File: src/rtl/spi_slave.sv
// SPI mode-0 slave with synchronized inputs, one-entry transmit buffer and word-level rx handshake.
// Define SPI_SLAVE_LSB_FIRST_EN for LSB-first shifting in both directions (default MSB first).
module spi_slave #(
  parameter int unsigned WIDTH       = 8,
  parameter int unsigned SYNC_STAGES = 2
) (
  input  logic             clk,
  input  logic             rst_n,
  input  logic             sclk,
  input  logic             cs_n,
  input  logic             mosi,
  output logic             miso,
  output logic             miso_oe,
  input  logic [WIDTH-1:0] tx_data,
  input  logic             tx_valid,
  output logic             tx_ready,
  output logic [WIDTH-1:0] rx_data,
  output logic             rx_valid,
  output logic             tx_udr
);

  localparam int unsigned CW = (WIDTH > 1) ? $clog2(WIDTH) : 1;

  typedef enum logic [1:0] {IDLE, LOAD, SHIFT} state_t;

  logic [SYNC_STAGES-1:0] sclk_sync, cs_sync, mosi_sync;
  logic                   sclk_prev, cs_prev;
  logic                   sclk_s, cs_s, mosi_s;
  logic                   sclk_rise, sclk_fall, cs_fall;

  state_t                 state;
  logic [CW-1:0]          bit_cnt;
  logic                   word_done;
  logic [WIDTH-1:0]       tx_sh;
  logic [WIDTH-2:0]       rx_part;
  logic [WIDTH-1:0]       rx_next;
  logic [WIDTH-1:0]       tx_shifted;
  logic [WIDTH-1:0]       buf_data;

  // Input synchronizers, idle values on reset
  always_ff @(posedge clk or negedge rst_n) begin
    if (!rst_n) begin
      sclk_sync <= '0;
      cs_sync   <= '1;
      mosi_sync <= '0;
      sclk_prev <= 1'b0;
      cs_prev   <= 1'b1;
    end else begin
      sclk_sync <= {sclk_sync[SYNC_STAGES-2:0], sclk};
      cs_sync   <= {cs_sync[SYNC_STAGES-2:0], cs_n};
      mosi_sync <= {mosi_sync[SYNC_STAGES-2:0], mosi};
      sclk_prev <= sclk_s;
      cs_prev   <= cs_s;
    end
  end

  assign sclk_s    = sclk_sync[SYNC_STAGES-1];
  assign cs_s      = cs_sync[SYNC_STAGES-1];
  assign mosi_s    = mosi_sync[SYNC_STAGES-1];
  assign sclk_rise = sclk_s & ~sclk_prev;
  assign sclk_fall = ~sclk_s & sclk_prev;
  assign cs_fall   = ~cs_s & cs_prev;

`ifdef SPI_SLAVE_LSB_FIRST_EN
  assign rx_next    = {mosi_s, rx_part};
  assign tx_shifted = {1'b0, tx_sh[WIDTH-1:1]};
  assign miso       = tx_sh[0];
`else
  assign rx_next    = {rx_part, mosi_s};
  assign tx_shifted = {tx_sh[WIDTH-2:0], 1'b0};
  assign miso       = tx_sh[WIDTH-1];
`endif

  // Frame FSM, transmit buffer and receive assembly
  always_ff @(posedge clk or negedge rst_n) begin
    if (!rst_n) begin
      state     <= IDLE;
      bit_cnt   <= '0;
      word_done <= 1'b0;
      tx_sh     <= '0;
      rx_part   <= '0;
      rx_data   <= '0;
      rx_valid  <= 1'b0;
      tx_udr    <= 1'b0;
      buf_data  <= '0;
      tx_ready  <= 1'b1;
      miso_oe   <= 1'b0;
    end else begin
      rx_valid <= 1'b0;
      tx_udr   <= 1'b0;
      miso_oe  <= ~cs_s;

      if (tx_valid && tx_ready) begin
        buf_data <= tx_data;
        tx_ready <= 1'b0;
      end

      if (cs_s) begin
        state     <= IDLE;
        bit_cnt   <= '0;
        word_done <= 1'b0;
        tx_sh     <= '0;
      end else begin
        case (state)
          IDLE: if (cs_fall) state <= LOAD;
          LOAD: begin
            state     <= SHIFT;
            word_done <= 1'b0;
            // A capture this cycle only happens when the buffer was empty, so it never collides here
            if (!tx_ready) begin
              tx_sh    <= buf_data;
              tx_ready <= 1'b1;
            end else begin
              tx_sh  <= '0;
              tx_udr <= 1'b1;
            end
          end
          SHIFT: begin
            if (sclk_fall) begin
              tx_sh <= tx_shifted;
              if (word_done) state <= LOAD;
            end
          end
          default: state <= IDLE;
        endcase

        if (state != IDLE && sclk_rise) begin
`ifdef SPI_SLAVE_LSB_FIRST_EN
          rx_part <= rx_next[WIDTH-1:1];
`else
          rx_part <= rx_next[WIDTH-2:0];
`endif
          if (bit_cnt == CW'(WIDTH - 1)) begin
            rx_data   <= rx_next;
            rx_valid  <= 1'b1;
            bit_cnt   <= '0;
            word_done <= 1'b1;
          end else begin
            bit_cnt <= bit_cnt + CW'(1);
          end
        end
      end
    end
  end

endmodule

File: config.mk
export PLATFORM = sky130hd
export DESIGN_NAME = spi_slave
export DESIGN_NICKNAME = d
export VERILOG_FILES = /design/src/rtl/spi_slave.sv
export SDC_FILE = /design/constraint.sdc
export NUM_CORES = 1
export LEC_CHECK = 0
export ABC_AREA = 1
export BUFFER_PORTS_ARGS = -buffer_cell sky130_fd_sc_hd__buf_4
export CAP_MARGIN = 20
export CORE_MARGIN = 5
export CORE_UTILIZATION = 64
export CTS_BUF_LIST = sky130_fd_sc_hd__clkbuf_2
export CTS_CLUSTER_DIAMETER = 150
export DETAILED_ROUTE_END_ITERATION = 7
export GPL_TIMING_DRIVEN = 0
export PLACE_DENSITY = 0.86
export SYNTH_ARGS = -nofsm -noshare
export SYNTH_HDL_FRONTEND = slang
export SYNTH_SLANG_ARGS = --single-unit
File: constraint.sdc
create_clock -name clk -period 2.3 [get_ports clk]
set_input_delay 0 -clock clk [delete_from_list [all_inputs] [get_ports clk]]
set_output_delay 0 -clock clk [all_outputs]
set_load 0.1 [all_outputs]
==> impl_results.md, run 1 <==
- DRC: 0
- Pwr Density: 804.4 mW/mm^2
- DRT antenna net count: 0
- Number of placed cells counting well taps: 298
- WL/cell: 12.67 um
- Starting Density: 0.6742
- DRT Wirelength: 4094 um
- Reg2Reg Depth: 5
- Crit path time final: 1.805 ns
- Max Clock Freq: 0.5539 GHz
- Total GRT Usage: 0.2107
- Post-synthesis instance total: 228
- Vias: 1661
- Num CTS Buffers: 5
- Max cap viols: 0
- Boundary pin count: 27
- CTS Root Cell: clkbuf_2
- Layout Cells excl Fill: 323
- Final nets: 295
- Clock skew: 0.03597 ns
- Antenna violations before repair: 0
- GPL Wtd Cong: 0.7815
- Seq/Total Area, Yosys: 0.5885
- Dpl hpwl: 2522 um
- R2R Path Start: tx_ready
- Placement row count: 20
- WP data required: 2.60 ns
- Fin. Hold Viols: 0
- Post-CTS setup buffers: 0
- Post-Route Utilization: 0.8226
- RSZ-0062 raised after global routing: no
- Clk buf depth: 2
- Chip height: 67.18 um
- Status: completed
- Layout cells sized above 1: 0.2258
- Largest net degree at the start of global routing: 50
- Number of global-route vias before repair: 1633
- WS Path Type: register to register
- Count of final setup violators: 0
- Port bufs: 26
- Least-Margin Pin Slew: 0.5868 ns
- First-pass DRT Iterations: 4
- Core ar.: 0.003103 sq mm
- Area Overhead vs Synth: 22.01%
- TritonCTS clock tree: built
- Worst hold path type: input port to async pin
- Reg2reg end: buf_data[2]
- Ant diodes: 0
- Clock transition at path regs: 0.24 ns
- Worst R2R Setup Slack: 0.49 ns
- DIE WIDTH: 67.18 um
- Cell area after placement: 0.002342 sq mm
- #FFs+latches synth: 49
- Slew Viols, Final: 0
- Initial DRC count: 189
- Clock Latency Late Sink: 0.42 ns
- CTS HTree Levels: 2
- CP Max Fanout: 9
- CP endpoint kind: register
- Warnings from Yosys: 0
- First-pass GRT wire length: 7120 um
- Rel. slew slack: 0.6088
- CP arrival: 2.10 ns
- Avg Cell Area, Syn: 9.175 sq um
- Overflow after GRT: 0
- IR drop worst, VDD: 0.4950 mV
- Pleak: 1.419 nW
- Syn_nets: 245
- Clock Sinks: 49
- Die area: 0.004512 sq mm
- CP Launch Type: register
- Synth Cell Area: 0.002092 sq mm
- Final critical-path share of the clock period: 0.7849
- Post-synth cell types: 25
- Fillers: 211
- TNS Setup: 0 ns
- Cell area after layout: 0.002552 sq mm
- Vias/cell: 5.142
==> cell usage after synthesis <==
cell type / n / area [sq um]
clkinv_2: 1 / 5.000
nor3_1: 1 / 5.000
buf_2: 5 / 25.02
nand2_1: 81 / 304.0
nand3_1: 16 / 80.08
ha_1: 3 / 37.54
mux2_2: 1 / 11.26
nand4_1: 8 / 50.05
inv_1: 12 / 45.04
buf_6: 2 / 22.52
dfstp_2: 4 / 105.1
dfrtp_1: 45 / 1126
inv_2: 2 / 7.510
a21boi_0: 1 / 7.510
nor2_2: 1 / 6.260
nand2_2: 8 / 50.05
a21oi_1: 8 / 40.04
o21a_1: 1 / 7.510
nor2_4: 1 / 11.26
nand2_4: 1 / 11.26
o21ai_0: 1 / 5.000
buf_12: 1 / 20.02
nand3_4: 1 / 17.52
a21oi_2: 1 / 8.760
nor2_1: 22 / 82.58
==> worst max path at each step <==
| stage | from | to |
|---|---|---|
| finish | tx_ready | buf_data[2] |
| global route | tx_ready | buf_data[2] |
| CTS | tx_ready | buf_data[2] |
| detailed placement | tx_ready | buf_data[4] |
| global placement | tx_ready | buf_data[6] |
| floorplan | tx_ready | buf_data[4] |
==> per-stage QoR <==
stage                     worst slack (ns)  power, W  hold slack (ns)
final                               0.4947  0.002053          0.09684
after global routing                0.3878  0.002178           0.1203
after CTS                           0.5687  0.002038           0.1039
after detailed placement            0.9362  0.001676          0.04330
after global placement              0.9659  0.001652          0.04388
after floorplan                     0.6356  0.001533          -0.2956
==> cell usage in the layout (no fill, tap or decap), types with 2 or more instances in the layout <==
| cell | synthesis | layout |
|---|---|---|
| ha_1 | 3 | 3 |
| buf_2 | 5 | 5 |
| nand3_1 | 16 | 16 |
| nand2_1 | 81 | 81 |
| nand2_2 | 8 | 8 |
| clkbuf_2 | 0 | 8 |
| inv_2 | 2 | 2 |
| dlygate4sd3_1 | 0 | 17 |
| nand4_1 | 8 | 8 |
| nor2_1 | 22 | 22 |
| inv_1 | 12 | 12 |
| dfrtp_1 | 45 | 45 |
| buf_6 | 2 | 2 |
| buf_4 | 0 | 26 |
| dfstp_2 | 4 | 4 |
| a21oi_1 | 8 | 8 |
==> sequential cells by signal, summed over array words and instances, names as in the netlist, 2 cells and up <==
register and flops:
mosi_sync 2, sclk_sync 2, tx_sh 8, bit_cnt 3, rx_data 8, rx_part 7, cs_sync 2, state 2
buf_data 8
==> power by group <==
group / leakage [nW] / switching (W) / total [W] / internal (W)
clock: 0.0332 / 0.000251 / 0.000340 / 0.0000895
sequential: 0.622 / 0.0000758 / 0.00109 / 0.00102
combinational: 0.763 / 0.000412 / 0.000620 / 0.000207
==> routing by layer <==
layer / track usage / vias up / share of wire
li1: - / 821 / -
met4: 0.08354 / 0 / 0.018
met1: 0.2751 / 784 / 0.43
met3: 0.03993 / 9 / 0.046
met5: 0 / - / 0
met2: 0.3472 / 47 / 0.51
==> timing repair <==
item / in CTS / in global routing
hold buffers: 17 / 0
hold endpoints to repair: 61 / 0
gates resized for setup: 0 / 0
==> logic make-up after synthesis <==
family | Yosys count | synth area share
multiplexers | 1 | 0.005382
AO/OA/AOI/OAI | 12 | 0.03290
flip-flops | 49 | 0.5885
AND/OR/NAND/NOR | 140 | 0.2955
adder cells (fa/ha/maj) | 3 | 0.01794
buffers and inverters | 23 | 0.05980
==> worst max-delay path: stages, from the launching register on <==
cell           delay [ns]
dfstp_2              0.57
buf_2                0.19
nand2_1              0.19
nor2_1               0.13
dlygate4sd3_1        0.58
a21oi_1              0.06
==> final cells by class <==
class                   count  area, sq um  area share
multi-input cells         156        735.7      0.2882
repair buffers             43        365.4      0.1431
inverters                  15        57.56     0.02255
clock buffers               8        40.04     0.01569
plain buffers               8        67.56     0.02647
well taps                  44        55.05     0.02157
flip-flops and latches     49         1231      0.4824
No activity file was read; power rests on OpenSTA's default activity.
==> run 2, diff against run 1 <==
ABC_AREA = 0   (was 1)
CORE_UTILIZATION = 59   (was 64)
PLACE_DENSITY = 0.8   (was 0.86)
clock period = 1.73 ns   (was 2.3 ns; I/O delays follow)
==> run 2 against run 1 <==
Total power increased by 13%. Utilization fell by 7.7 points. Combinational power decreased by 25%. Sequential share of layout area increased by 1.8 points. Critical path depth shrank 1. Hold slack got worse by 0.010 ns. Sequential power up 29%. Non-clock buffer count down 4. Worst setup slack worse by 0.39 ns. Global-route usage shrank 1.9 points. First-iteration DRC count shrank 65%.
==> impl_results.md, run 2 <==
- WS Path Type: register to register
- Number of placed cells counting well taps: 217 (-27%)
- Number of flops mapped to enable cells by yosys: 0 (unchanged)
- Final nets: 208 (-29%)
- CP Cell Sequence: nor2_2, or3_1, buf_2, mux2_2
- Boundary pin count: 27 (unchanged)
- IR drop worst, VDD: 0.6710 mV (+36%)
- Final setup margin: 0.1014 ns (-0.3932 ns)
- Ant diodes: 0 (unchanged)
- Fin. Hold Viols: 0 (unchanged)
- Clock Latency Late Sink: 0.43 ns (about the same)
- Clock transition at path regs: 0.26 ns (+0.02 ns)
- Number of global-route vias before repair: 1399 (-14%)
- Final critical-path share of the clock period: 0.9414 (+0.1564)
- R2R Path Start: state[1]
- Worst hold path type: input port to async pin
- Layout Cells excl Fill: 238 (-26%)
- Synth Cell Area: 0.002011 sq mm (-3.9%)
- Synth area leader: dfrtp_1
- Clk buf depth: 2 (unchanged)
- WL/cell: 15.08 um (+19%)
- Crit path max-delay family: flip-flops
- Met2 wire len: 1726 um (-17%)
- Post-synthesis instance total: 145 (-36%)
- Num CTS Buffers: 5 (unchanged)
- Initial DRC count: 66 (-65%)
- CP peak stage delay: 0.51 ns (-0.07 ns)
- Area Overhead vs Synth: 22.78%
- Predominant post-synthesis flop cell: dfrtp_1
- Max Clock Freq: 0.6140 GHz (+11%)
- Starting Density: 0.6073 (-0.06686)
- Largest net degree at the start of global routing: 50 (unchanged)
- Worst R2R Setup Slack: 0.10 ns (-0.39 ns)
- GPL Wtd Cong: 0.8085 (+3.5%)
- Commonest non-fill, non-tap cells in the layout: dfrtp_1, buf_4, mux2_2, dlygate4sd3_1
- Antenna violations before repair: 0 (unchanged)
- Vias/cell: 5.412 (+5.2%)
- Placement row count: 21 (+5.0%)
- CP endpoint kind: register
- Warnings from Yosys: 0 (unchanged)
- Core ar.: 0.003311 sq mm (+6.7%)
- DRT Wirelength: 3590 um (-12%)
- Dpl hpwl: 2427 um (-3.7%)
- Die area: 0.004675 sq mm (+3.6%)
- Total GRT Usage: 0.1915 (-0.01918)
- Synth top area share: 0.5600 (+0.02177)
- Cell with the largest stage delay on the worst path: dfrtp_1
- Critical path launch point: state[1]
- Asr flop ratio synth: 1.000 (unchanged)
- Clock Sinks: 49 (unchanged)
- CP Launch Type: register
- Most common cell in the netlist: dfrtp_1
- Max cap viols: 0 (unchanged)
- Least-Margin Pin Slew: 0.5906 ns (+0.003795 ns)
- Reg2Reg Depth: 4 (-1)
- Top Registers: buf_data x8, rx_data x8, tx_sh x8
- Met3 wire length: 197 um (+4.2%)
- M1 WL: 1620 um (-7.9%)
- Slew Viols, Final: 0 (unchanged)
- Top Metal Used: met4
- Place WS: -0.04262 ns (-0.9788 ns)
- CP arrival: 1.97 ns (-0.13 ns)
- DRC: 0 (unchanged)
- DRT antenna net count: 0 (unchanged)
- CTS Root Cell: clkbuf_2
- Worst Path Buf+Inv: 1 (-1)
- Seq/Total Area, Yosys: 0.6123 (+0.02380)
- Count of final setup violators: 0 (unchanged)
- Overflow after GRT: 0 (unchanged)
- TritonCTS clock tree: built
- Reg2reg end: rx_part[5]
- Crit path time final: 1.629 ns (-0.1768 ns)
- Vias: 1288 (-22%)
- Synth top area cells: dfrtp_1, mux2_2, dfstp_2
- First-pass GRT wire length: 6534 um (-8.2%)
- Post-synth cell types: 31 (+24%)
- Status: completed
- CTS HTree Levels: 2 (unchanged)
- CP Max Fanout: 8 (-1)
- Commonest cells in the netlist: dfrtp_1, mux2_2, nand4_1, o31ai_1
- Port bufs: 26 (unchanged)
- Avg Cell Area, Syn: 13.87 sq um (+51%)
- Chip height: 68.38 um (+1.8%)
- Clock skew: 0.02706 ns (-0.008910 ns)
- Rel. slew slack: 0.6063 (-0.002530)
- Pleak: 1.191 nW (-16%)
- Layout cells sized above 1: 0.3854 (+0.1596)
- First-pass DRT Iterations: 4 (unchanged)
- DIE WIDTH: 68.38 um (+1.8%)
- WP data required: 2.07 ns (-0.53 ns)
- Most common cell after layout, fill and taps aside: dfrtp_1
- Syn_nets: 162 (-34%)
- Pwr Density: 943.7 mW/mm^2 (+17%)
- #FFs+latches synth: 49 (unchanged)
-- run 2: logic make-up after synthesis --
family	Yosys count	synth area share
AO/OA/AOI/OAI	18	0.05788
adder cells (fa/ha/maj)	3	0.01867
buffers and inverters	11	0.02365
flip-flops	49	0.6123
multiplexers	31	0.1693
AND/OR/NAND/NOR	33	0.1182
-- run 2: cell type report --
type / instances / area [sq um]
flip-flops and latches: 49 / 1235
repair buffers: 40 / 332.8
well taps: 46 / 57.56
fillers: 230 / 842.1
clock buffers: 5 / 25.02
clock inverters: 3 / 22.52
multi-input cells: 85 / 748.2
plain buffers: 7 / 33.78
inverters: 3 / 13.76
-- run 2: per-stage QoR --
| stage | area [sq um] | hold WS (ns) | TNS [ns] | total power (W) | utilization |
|---|---|---|---|---|---|
| global route | 2469 | 0.1150 | -0.01159 | 0.002451 | 0.7457 |
| finish | 2469 | 0.08672 | 0 | 0.002330 | 0.7457 |
| CTS | 2455 | 0.08527 | 0 | 0.002337 | 0.7415 |
| global placement | 2268 | 0.03326 | 0 | 0.001825 | 0.6852 |
| floorplan | 2016 | -0.2956 | 0 | 0.001717 | - |
| detailed placement | 2268 | 0.04676 | -0.2765 | 0.001860 | 0.6852 |
-- run 2: where the power goes --
group          total, W  switching [W]  leakage, nW  internal (W)
clock network  0.000462       0.000365       0.0212     0.0000968
registers       0.00141      0.0000974        0.629       0.00131
logic          0.000462       0.000234        0.540      0.000228
-- run 2: metal layers --
layer | track usage | vias up
met5 | 0 | -
met4 | 0.07692 | 0
met3 | 0.03777 | 5
met2 | 0.3081 | 40
met1 | 0.2549 | 630
li1 | - | 613
-- run 2: how the worst max path moves through the flow --
| stage | depth (start not counted) | to | slack [ns] |
|---|---|---|---|
| floorplan | 3 | buf_data[0] | 0.1 |
| global placement | 5 | tx_sh[0] | 0.01 |
| detailed placement | 4 | rx_data[1] | -0.04 |
| CTS | 5 | tx_sh[0] | 0.01 |
| global route | 4 | tx_sh[7] | -0.01 |
| finish | 4 | rx_part[5] | 0.10 |
-- run 2: timing repair --
action | CTS | global route
hold buffers | 13 | 0
gates resized for setup | 1 | 3
buffers inserted | 1 | 0
setup endpoints to repair | 9 | 4
hold endpoints to repair | 61 | 0
pin swaps | 0 | 0
